===== src/rtl/logic_cmp_unit_pkg.sv =====
// Shared opcode/state types for logic_cmp_unit; holds no WIDTH-dependent items.
package logic_pkg;

  localparam int LOGIC_OP_W = 4;

  typedef enum logic [LOGIC_OP_W-1:0] {
    OP_AND  = 4'd0,
    OP_OR   = 4'd1,
    OP_NOR  = 4'd2,
    OP_NOT1 = 4'd3,
    OP_NOT2 = 4'd4,
    OP_XOR  = 4'd5,
    OP_XNOR = 4'd6,
    OP_RSV7 = 4'd7,
    OP_SHL  = 4'd8,
    OP_SHR  = 4'd9,
    OP_ROL  = 4'd10,
    OP_ROR  = 4'd11
  } opcode_e;

  typedef enum logic [1:0] {
    ST_IDLE  = 2'd0,
    ST_SHIFT = 2'd1,
    ST_DONE  = 2'd2
  } state_e;

endpackage


===== src/rtl/logic_cmp_unit_if.sv =====
// Request/result bus of logic_cmp_unit. cmp_signed exists only when LOGIC_SIGNED_CMP_EN is defined.
interface logic_cmp_unit_if #(
  parameter int WIDTH = 16
);
  import logic_pkg::*;

  logic                  in_valid;
  logic                  in_ready;
  logic [WIDTH-1:0]      op1;
  logic [WIDTH-1:0]      op2;
  logic [LOGIC_OP_W-1:0] opcode;
`ifdef LOGIC_SIGNED_CMP_EN
  logic                  cmp_signed;
`endif
  logic                  out_valid;
  logic                  out_ready;
  logic [WIDTH-1:0]      result;
  logic                  za, zb, eq, gt, lt, zr;

  modport master (
    output in_valid, op1, op2, opcode, out_ready,
`ifdef LOGIC_SIGNED_CMP_EN
    output cmp_signed,
`endif
    input  in_ready, out_valid, result, za, zb, eq, gt, lt, zr
  );

  modport slave (
    input  in_valid, op1, op2, opcode, out_ready,
`ifdef LOGIC_SIGNED_CMP_EN
    input  cmp_signed,
`endif
    output in_ready, out_valid, result, za, zb, eq, gt, lt, zr
  );

endinterface


===== src/rtl/logic_cmp_unit_flags.sv =====
// Combinational operand compare flags; signed compare only when LOGIC_SIGNED_CMP_EN is defined.
module logic_cmp_flags #(
  parameter int WIDTH = 16
) (
  input  logic [WIDTH-1:0] i_a,
  input  logic [WIDTH-1:0] i_b,
`ifdef LOGIC_SIGNED_CMP_EN
  input  logic             i_signed,
`endif
  output logic             o_za,
  output logic             o_zb,
  output logic             o_eq,
  output logic             o_gt,
  output logic             o_lt
);

  assign o_za = (i_a == '0);
  assign o_zb = (i_b == '0);
  assign o_eq = (i_a == i_b);

`ifdef LOGIC_SIGNED_CMP_EN
  assign o_gt = i_signed ? ($signed(i_a) > $signed(i_b)) : (i_a > i_b);
  assign o_lt = i_signed ? ($signed(i_a) < $signed(i_b)) : (i_a < i_b);
`else
  assign o_gt = (i_a > i_b);
  assign o_lt = (i_a < i_b);
`endif

endmodule


===== src/rtl/logic_cmp_unit.sv =====
// Logic/shift unit with compare flags and valid/ready handshake; shifts move one bit per cycle.
// Optional signed compare is enabled with LOGIC_SIGNED_CMP_EN.
module logic_cmp_unit
  import logic_pkg::*;
#(
  parameter int WIDTH = 16,
  parameter int SW    = $clog2(WIDTH)
) (
  input  logic            clk,
  input  logic            rst,
  logic_cmp_unit_if.slave bus
);

  state_e                r_state, w_state_nxt;
  logic [WIDTH-1:0]      r_a, r_b, r_work, r_result;
  logic [LOGIC_OP_W-1:0] r_opcode;
  logic [SW-1:0]         r_cnt;
  logic                  r_za, r_zb, r_eq, r_gt, r_lt, r_zr;
  logic                  w_accept, w_load, w_is_shift;
  logic [SW-1:0]         w_n;
  logic [WIDTH-1:0]      w_step, w_res, w_fa, w_fb;
  logic                  w_za, w_zb, w_eq, w_gt, w_lt;
`ifdef LOGIC_SIGNED_CMP_EN
  logic                  r_sgn, w_fs;
`endif

  function automatic logic [WIDTH-1:0] f_logic(input logic [WIDTH-1:0] a,
                                               input logic [WIDTH-1:0] b,
                                               input logic [LOGIC_OP_W-1:0] op);
    case (op)
      OP_AND:  f_logic = a & b;
      OP_OR:   f_logic = a | b;
      OP_NOR:  f_logic = ~(a | b);
      OP_NOT1: f_logic = ~a;
      OP_NOT2: f_logic = ~b;
      OP_XOR:  f_logic = a ^ b;
      OP_XNOR: f_logic = ~(a ^ b);
      OP_SHL, OP_SHR, OP_ROL, OP_ROR: f_logic = a;  // zero-distance shift
      default: f_logic = '0;
    endcase
  endfunction

  function automatic logic [WIDTH-1:0] f_step(input logic [WIDTH-1:0] w,
                                              input logic [LOGIC_OP_W-1:0] op);
    case (op)
      OP_SHL:  f_step = {w[WIDTH-2:0], 1'b0};
      OP_SHR:  f_step = {1'b0, w[WIDTH-1:1]};
      OP_ROL:  f_step = {w[WIDTH-2:0], w[WIDTH-1]};
      OP_ROR:  f_step = {w[0], w[WIDTH-1:1]};
      default: f_step = w;
    endcase
  endfunction

  assign w_is_shift = (bus.opcode[3:2] == 2'b10);
  assign w_n        = bus.op2[SW-1:0];
  assign w_step     = f_step(r_work, r_opcode);

  // Flags/result are loaded from live inputs when DONE is entered straight from IDLE.
  assign w_res = (r_state == ST_IDLE) ? f_logic(bus.op1, bus.op2, bus.opcode) : w_step;
  assign w_fa  = (r_state == ST_IDLE) ? bus.op1 : r_a;
  assign w_fb  = (r_state == ST_IDLE) ? bus.op2 : r_b;
`ifdef LOGIC_SIGNED_CMP_EN
  assign w_fs  = (r_state == ST_IDLE) ? bus.cmp_signed : r_sgn;
`endif

  logic_cmp_flags #(.WIDTH(WIDTH)) u_flags (
    .i_a      (w_fa),
    .i_b      (w_fb),
`ifdef LOGIC_SIGNED_CMP_EN
    .i_signed (w_fs),
`endif
    .o_za     (w_za),
    .o_zb     (w_zb),
    .o_eq     (w_eq),
    .o_gt     (w_gt),
    .o_lt     (w_lt)
  );

  always_ff @(posedge clk) begin
    if (rst) r_state <= ST_IDLE;
    else     r_state <= w_state_nxt;
  end

  always_comb begin
    w_state_nxt = r_state;
    w_accept    = 1'b0;
    w_load      = 1'b0;
    case (r_state)
      ST_IDLE: begin
        if (bus.in_valid) begin
          w_accept = 1'b1;
          if (w_is_shift && (w_n != '0)) begin
            w_state_nxt = ST_SHIFT;
          end else begin
            w_state_nxt = ST_DONE;
            w_load      = 1'b1;
          end
        end
      end
      ST_SHIFT: begin
        if (r_cnt == SW'(1)) begin
          w_state_nxt = ST_DONE;
          w_load      = 1'b1;
        end
      end
      ST_DONE: begin
        if (bus.out_ready) w_state_nxt = ST_IDLE;
      end
      default: w_state_nxt = ST_IDLE;
    endcase
  end

  always_ff @(posedge clk) begin
    if (rst) begin
      r_a      <= '0;
      r_b      <= '0;
      r_work   <= '0;
      r_opcode <= '0;
      r_cnt    <= '0;
      r_result <= '0;
      r_za     <= 1'b0;
      r_zb     <= 1'b0;
      r_eq     <= 1'b0;
      r_gt     <= 1'b0;
      r_lt     <= 1'b0;
      r_zr     <= 1'b0;
`ifdef LOGIC_SIGNED_CMP_EN
      r_sgn    <= 1'b0;
`endif
    end else begin
      if (w_accept) begin
        r_a      <= bus.op1;
        r_b      <= bus.op2;
        r_work   <= bus.op1;
        r_opcode <= bus.opcode;
        r_cnt    <= w_is_shift ? w_n : '0;
`ifdef LOGIC_SIGNED_CMP_EN
        r_sgn    <= bus.cmp_signed;
`endif
      end else if (r_state == ST_SHIFT) begin
        r_work <= w_step;
        r_cnt  <= r_cnt - SW'(1);
      end
      if (w_load) begin
        r_result <= w_res;
        r_za     <= w_za;
        r_zb     <= w_zb;
        r_eq     <= w_eq;
        r_gt     <= w_gt;
        r_lt     <= w_lt;
        r_zr     <= (w_res == '0);
      end
    end
  end

  assign bus.in_ready  = (r_state == ST_IDLE);
  assign bus.out_valid = (r_state == ST_DONE);
  assign bus.result    = r_result;
  assign bus.za        = r_za;
  assign bus.zb        = r_zb;
  assign bus.eq        = r_eq;
  assign bus.gt        = r_gt;
  assign bus.lt        = r_lt;
  assign bus.zr        = r_zr;

endmodule


===== src/flat_wrapper.sv =====
// flat-port wrapper written by rule: the top's interface ports become plain ports
module logic_cmp_unit_flat import logic_pkg::*;
#(
  parameter int WIDTH = 16,
  parameter int SW    = $clog2(WIDTH)
)
  (clk, rst, bus_in_valid, bus_op1, bus_op2, bus_opcode, bus_out_ready, bus_in_ready, bus_out_valid, bus_result, bus_za, bus_zb, bus_eq, bus_gt, bus_lt, bus_zr);
  logic_cmp_unit_if #(.WIDTH(WIDTH)) bus_i ();
  input  logic clk;
  input  logic rst;
  input wire logic [$bits(bus_i.in_valid)-1:0] bus_in_valid;
  input wire logic [$bits(bus_i.op1)-1:0] bus_op1;
  input wire logic [$bits(bus_i.op2)-1:0] bus_op2;
  input wire logic [$bits(bus_i.opcode)-1:0] bus_opcode;
  input wire logic [$bits(bus_i.out_ready)-1:0] bus_out_ready;
  output wire logic [$bits(bus_i.in_ready)-1:0] bus_in_ready;
  output wire logic [$bits(bus_i.out_valid)-1:0] bus_out_valid;
  output wire logic [$bits(bus_i.result)-1:0] bus_result;
  output wire logic [$bits(bus_i.za)-1:0] bus_za;
  output wire logic [$bits(bus_i.zb)-1:0] bus_zb;
  output wire logic [$bits(bus_i.eq)-1:0] bus_eq;
  output wire logic [$bits(bus_i.gt)-1:0] bus_gt;
  output wire logic [$bits(bus_i.lt)-1:0] bus_lt;
  output wire logic [$bits(bus_i.zr)-1:0] bus_zr;
  assign bus_i.in_valid = bus_in_valid;
  assign bus_i.op1 = bus_op1;
  assign bus_i.op2 = bus_op2;
  assign bus_i.opcode = bus_opcode;
  assign bus_i.out_ready = bus_out_ready;
  assign bus_in_ready = bus_i.in_ready;
  assign bus_out_valid = bus_i.out_valid;
  assign bus_result = bus_i.result;
  assign bus_za = bus_i.za;
  assign bus_zb = bus_i.zb;
  assign bus_eq = bus_i.eq;
  assign bus_gt = bus_i.gt;
  assign bus_lt = bus_i.lt;
  assign bus_zr = bus_i.zr;
  logic_cmp_unit #(.WIDTH(WIDTH), .SW(SW)) u_core (.clk(clk), .rst(rst), .bus(bus_i));
endmodule

===== config.mk =====
export PLATFORM = sky130hd
export DESIGN_NAME = logic_cmp_unit_flat
export DESIGN_NICKNAME = d
export VERILOG_FILES = /design/src/rtl/logic_cmp_unit_pkg.sv /design/src/rtl/logic_cmp_unit_if.sv /design/src/rtl/logic_cmp_unit_flags.sv /design/src/rtl/logic_cmp_unit.sv /design/src/flat_wrapper.sv
export SDC_FILE = /design/constraint.sdc
export NUM_CORES = 1
export LEC_CHECK = 0
export ABC_AREA = 0
export ABC_CLOCK_PERIOD_IN_PS = 7850
export CAP_MARGIN = 0
export CELL_PAD_IN_SITES_DETAIL_PLACEMENT = 1
export CELL_PAD_IN_SITES_GLOBAL_PLACEMENT = 1
export CORE_MARGIN = 2
export CORE_UTILIZATION = 46
export CTS_CLUSTER_SIZE = 28
export DETAILED_ROUTE_END_ITERATION = 10
export PLACE_DENSITY_LB_ADDON = 0.1
export RECOVER_POWER = 50
export SKIP_CTS_REPAIR_TIMING = 1
export SLEW_MARGIN = 20
export SYNTH_ARGS = -nofsm -noshare
export SYNTH_HDL_FRONTEND = slang
export SYNTH_SLANG_ARGS = --single-unit

===== constraint.sdc =====
create_clock -name clk -period 7.85 [get_ports clk]
set_input_delay 0.785 -clock clk [delete_from_list [all_inputs] [get_ports clk]]
set_output_delay 0.785 -clock clk [all_outputs]
set_load 0.005 [all_outputs]

# Word level (Yosys, flattened, before mapping)
# Cells that the tools add are included.
classes:
  addsub: 1
  mul: 0
  n_div: 0
  order_cmp: 2
  eq_ne: 22
  shifts: 0
  mux: 21
  n_bitwise: 7
  reduce_logical: 10
op_table:
  columns: ["operator", "count"]
  rows:
  - ["16-bit case mux with 8 select lines", 1]
  - ["16-bit two-way mux", 5]
  - ["16-bit inverter", 4]
  - ["16-bit case mux with 4 select lines", 1]
  - ["16-bit logical NOT", 3]
  - ["4-bit == test (second input constant)", 8]
  - ["16-bit AND", 1]
  - ["16-bit == test", 1]
  - ["16-bit > comparator", 1]
  - ["16-bit less-than comparator", 1]
  - ["16-bit OR", 1]
  - ["16-bit XOR", 1]
  - ["4-bit by 3-bit == test with 1-bit output (second input constant)", 3]
  - ["4-bit two-way mux", 3]
  - ["4-bit by 1-bit == test with 1-bit output (second input constant)", 2]
  - ["4-bit by 2-bit == test with 1-bit output (second input constant)", 2]
  - ["2-bit two-way mux", 4]
  - ["2-bit case mux with 3 select lines", 1]
  - ["1-bit two-way mux", 5]
  - ["2-bit == test (second input constant)", 2]
  - ["4-bit logical NOT", 1]
  - ["2-bit inequality test (second input constant)", 2]
  - ["4-bit nonzero test", 1]
  - ["4-bit OR reduction", 1]
  - ["8 further kinds", 8]
word_totals:
  ff_bits: 80
  latch_bits: 0
  mem_bits_rw: 0
  romBits: 0
  inputBits: 40
  wordCells: 76
  memories: 0

# Longest topological paths before layout
depth:
  word_depth: 5
  mapped_depth: 15

# Cells and area by module
# A second synthesis with hierarchy kept.
unflattened:
  cells_unflattened: 826
  hier_area_um2: 5988.2
by_module_without_submodules:
  columns: ["mod", "n_inst", "cells_each", "area_each_um2"]
  rows:
  - ["logic_cmp_unit", 1, 758, 5507.8]
  - ["logic_cmp_flags", 1, 68, 480.5]

# Worst setup path after synthesis
# Ideal clock, no wire load.
synth_timing:
  kind: "reg-to-reg"
  from: "register u_core.r_state[0]"
  to: "register u_core.r_lt, in the netlist u_core.bus.lt"
  arrival_ps: 3034
  required_ps: 7792
  path_slack_ps: 4758
  stages_incl_launch_ff: 16
  cell_sequence: "dfxtp_1 > or2_1 > inv_2 > buf_2 > buf_2 > buf_2 > buf_2 > mux2i_1 > ha_1 > nor2b_1 > o21ai_0 > nand2b_1 > a21oi_1 > o21ai_0 > a221oi_1 > a31o_2"
synth_between:
  elab_chain_len: 3
  word_cells_on_any_way: 6
synth_lines:
  columns: ["element", "line", "rtl"]
  rows:
  - ["from (decl)", "logic_cmp_unit.sv:14", "state_e r_state, w_state_nxt;"]
  - ["from (signal assigned)", "logic_cmp_unit.sv:81", "else r_state <= w_state_nxt;"]
  - ["2-bit logical NOT *", null, null]
  - ["via bus_in_ready", "flat_wrapper.sv:16", "output wire logic [$bits(bus_i.in_ready)-1:0] bus_in_ready;"]
  - ["16-bit two-way mux, on equally long branches", "logic_cmp_unit.sv:60, logic_cmp_unit.sv:61", null]
  - ["16-bit less-than comparator", "logic_cmp_unit_flags.sv:26", "assign o_lt = (i_a < i_b);"]
  - ["to (signal assigned)", "logic_cmp_unit.sv:150", "r_lt <= w_lt;"]
  - ["to (decl)", "logic_cmp_unit.sv:18", "logic r_za, r_zb, r_eq, r_gt, r_lt, r_zr;"]
# Mark *: on every way through the listed nets, which the timed path passes. The rest lies on a longest branch.
# A chain may end at the register's enable or synchronous reset.

# Worst setup path after layout
layout_timing:
  from: "register u_core.r_state[0]"
  to: "register u_core.r_lt, in the netlist u_core.bus.lt"
layout_between:
  elab_chain_len: 3
  word_cells_on_any_way: 6
layout_lines:
  columns: ["element", "line"]
  rows:
  - ["2-bit logical NOT", "logic_cmp_unit.sv:60, logic_cmp_unit.sv:61, logic_cmp_unit.sv:88"]
  - ["16-bit two-way mux, on equally long branches", "logic_cmp_unit.sv:60, logic_cmp_unit.sv:61"]
  - ["16-bit less-than comparator", "logic_cmp_unit_flags.sv:26"]
# Several ways; a longest one is shown, not always the timed one.

==> impl_metrics.yaml <==
outcome:
  status: "finished with violations"
  violations: "capacitance limit, slew limit"
clock_network:
  cts_tree: "built"
  clockBufferDepth: 2
  cts_sinks: 80
  cts_root_buf: "clkbuf_16"
  cts-buffers-inserted: 9
  clkTransAtPathRegs_ns: 0.07
  htreeDepth: 3
  clk_latency_ns: 0.36
route:
  drt_iter0_markers: 470
  drc: 0
  viasPerCell: 6.22
  ant_nets: 0
  dr.pass1.iters: 5
  via_count: 6131
  routedWlPerCell_um: 22.6
  wl_mm: 22.2
sta:
  hold_viol_final: 0
  skew_ns: 0.0113
  rsz0062_at_grt: "no"
  setup_viol: 0
  post-route-period-util: 0.613
  fin_ws_ns: 3.04
  worstMarginPinSlew_ns: 1.96
  relSlewSlack: -0.312
  drv_slew: 97
  setup_tns_ns: 0
  fmax_mhz: 208
  final.min_clock_period_ns: 4.81
setup_path:
  cp.arrival_ns: 5.11
  cp_max_fo: 42
  rr_startpoint: "u_core.r_state[0]$_SDFFE_PP0P_"
  cpPeakStageDelay_ns: 1.33
  cp_top_family: "buffers and inverters"
  cp_cell_sequence: "or2_1, clkbuf_1, clkinv_1, buf_4, mux2i_1, ha_1, a21o_1, a21o_1, a21oi_1, o211ai_1, a221oi_1, a31o_2"
  timing.reg2reg.setup_slack_ns: 3.04
  path_buf_inv: 3
  rr_worst_depth: 12
  start_kind: "register"
  worst-setup-path-type: "register to register"
  cp.required_ns: 8.15
  cp.depth: 12
  endpoint: "u_core.bus.lt$_SDFFE_PP0P_"
  reg2reg_to: "u_core.bus.lt$_SDFFE_PP0P_"
  cp-end-kind: "register"
  cp_common_cell: "a21o_1"
  startpoint: "u_core.r_state[0]$_SDFFE_PP0P_"
  worst_path_max_delay_cell: "clkbuf_1"
placement:
  placed_cells: 970
  post-place-ws_ns: 3.83
  gp_congestion: 0.974
  dpl_cell_area_mm2: 0.00663
  io_buffer_count: 63
  dp_hpwl_mm: 16.5
final_layout:
  final_cells: 986
  most-common-layout-cells: "136 x nand2_1, 80 x dfxtp_1, 73 x a21oi_1, 50 x ha_1, 46 x inv_1"
  nets: 899
  utilization: 0.546
  diodes: 0
  layout_commonest_cell: "nand2_1"
  syn_to_final_growth_pct: 15.7
  design_area_mm2: 0.00692
  drive_gt1_frac: 0.0565
logic_synthesis:
  synthTopCellsByArea: "dfxtp_1 27%, ha_1 10%, nand2_1 8.6%"
  avgSynthCellArea_um2: 7.64
  synth.yosys.seq_area_share: 0.268
  synth_top_area_frac: 0.268
  synthDistinctLibCells: 66
  ys_seq_elements: 80
  synth_fp_nets: 873
  yosysWarnings: 0
  synth-main-ff-cell: "dfxtp_1"
  async_flop_share: 0
  yosysTopAreaCell: "dfxtp_1"
  synth_edf_count: 0
  synth_area_mm2: 0.00598
  syn_inst: 783
global_route:
  grt_pass1_vias: 6233
  grt_usage: 0.320
  grt_max_degree: 78
  grt_overflow: 0
  grt_pass1_wl_mm: 35.0
  antenna_found_initial: 0
min_path:
  min_path_type: "register to register"
pwr:
  power.density_mw_per_mm2: 182
  p_leak_nw: 2.81
  irDropWorstVdd_v: 0.0000936
run:
  maxCapViolCount: 2
die:
  initial_core_util: 0.472
  die_w_um: 118
  rows: 41
  core_mm2: 0.0127
  fp.dieH_um: 118
  ios: 64
  fp.dieArea_mm2: 0.0139
-- stage by stage --
step	hold WS (ns)	power, mW
finish	0.461	1.26
CTS	0.460	1.26
global route	0.475	1.32
global placement	0.443	0.814
detailed placement	0.451	0.831
floorplan	0.432	0.690
-- power breakdown --
group / leakage [nW] / internal [mW] / switching, mW / total (mW)
clock: 0.139 / 0.248 / 0.188 / 0.435
sequential: 0.657 / 0.436 / 0.0258 / 0.462
combinational: 2.01 / 0.139 / 0.224 / 0.363
-- worst register-to-register path, delay by kind of cell (launching register included) --
| kind | cells | cell delay [ns] |
|---|---|---|
| compound gates | 6 | 1.59 |
| fa+ha+maj | 1 | 0.30 |
| buf+inv | 3 | 1.97 |
| flops | 1 | 0.44 |
| mux | 1 | 0.31 |
| simple gates | 1 | 0.14 |
-- how the worst min path moves through the flow --
stage / startpoint / to / slack [ns] / cells past startpoint
finish: u_core.r_b[3]$_SDFFE_PP0P_ / u_core.r_b[3]$_SDFFE_PP0P_ / 0.46 / 2
global route: u_core.r_b[3]$_SDFFE_PP0P_ / u_core.r_b[3]$_SDFFE_PP0P_ / 0.48 / 2
CTS: u_core.r_b[3]$_SDFFE_PP0P_ / u_core.r_b[3]$_SDFFE_PP0P_ / 0.46 / 2
floorplan: u_core.r_opcode[3]$_SDFFE_PP0P_ / u_core.r_opcode[3]$_SDFFE_PP0P_ / 0.43 / 2
global placement: u_core.r_a[11]$_SDFFE_PP0P_ / u_core.r_a[11]$_SDFFE_PP0P_ / 0.44 / 2
detailed placement: u_core.r_b[3]$_SDFFE_PP0P_ / u_core.r_b[3]$_SDFFE_PP0P_ / 0.45 / 2
-- routing by layer --
metal,up-vias,GRT usage,wire [um]
met5,-,0,0
met4,0,0.160,1030
met3,61,0.0441,1040
met2,197,0.512,10200
met1,3001,0.421,9940
li1,2872,-,-
-- synthesized netlist by cell type (2+ instances only) --
| library cell | n |
|---|---|
| nand2_1 | 137 |
| dfxtp_1 | 80 |
| a21oi_1 | 73 |
| ha_1 | 50 |
| inv_1 | 46 |
| nor2_1 | 43 |
| mux2i_1 | 40 |
| o21ai_0 | 40 |
| a211oi_1 | 32 |
| clkbuf_1 | 25 |
| buf_2 | 18 |
| o22ai_1 | 15 |
| nor4_1 | 14 |
| a221oi_1 | 13 |
| o2bb2ai_1 | 12 |
| o211ai_1 | 10 |
| a221o_1 | 9 |
| nand2b_1 | 9 |
| a31oi_1 | 8 |
| buf_1 | 8 |
| nor2b_1 | 8 |
| nand3_1 | 7 |
| nand4_1 | 7 |
| a21o_1 | 6 |
| buf_4 | 5 |
| nor3_1 | 5 |
| and2_1 | 4 |
| mux2_2 | 4 |
| buf_6 | 3 |
| nor3b_1 | 3 |
| o32ai_1 | 3 |
| or4_1 | 3 |
| a41oi_1 | 2 |
| and3b_1 | 2 |
| inv_2 | 2 |
| nand2b_2 | 2 |
| nand4b_1 | 2 |
| o2111ai_1 | 2 |
| o211a_1 | 2 |
| or3_1 | 2 |
| xnor2_1 | 2 |
-- registers in the layout, summed over array words and instances (netlist names) --
name / count
u_core.bus.result: 16
u_core.r_a: 16
u_core.r_b: 16
u_core.r_work: 16
u_core.r_cnt: 4
u_core.r_opcode: 4
u_core.r_state: 2
u_core.bus.eq: 1
u_core.bus.gt: 1
u_core.bus.lt: 1
u_core.bus.za: 1
u_core.bus.zb: 1
u_core.bus.zr: 1
-- kinds of logic (layout without fill, tap and decap cells) --
logic type | after synthesis | after routing | share of synthesized area
AND/OR/NAND/NOR | 258 | 258 | 0.200
AO/OA/AOI/OAI | 241 | 241 | 0.271
buffers and inverters | 107 | 138 | 0.0778
flip-flops | 80 | 80 | 0.268
adder cells (fa/ha/maj) | 50 | 50 | 0.105
multiplexers | 44 | 44 | 0.0745
XOR/XNOR | 3 | 3 | 0.00439
-- area by class of cell --
class / instances / area [um2]
clock inverters: 6 / 67.6
clock buffers: 10 / 229
well taps: 172 / 215
fillers: 1603 / 5750
multi-input cells: 596 / 3920
inverters: 48 / 180
repair buffers: 74 / 704
flip-flops and latches: 80 / 1600
(Power assumes the default switching activity.)
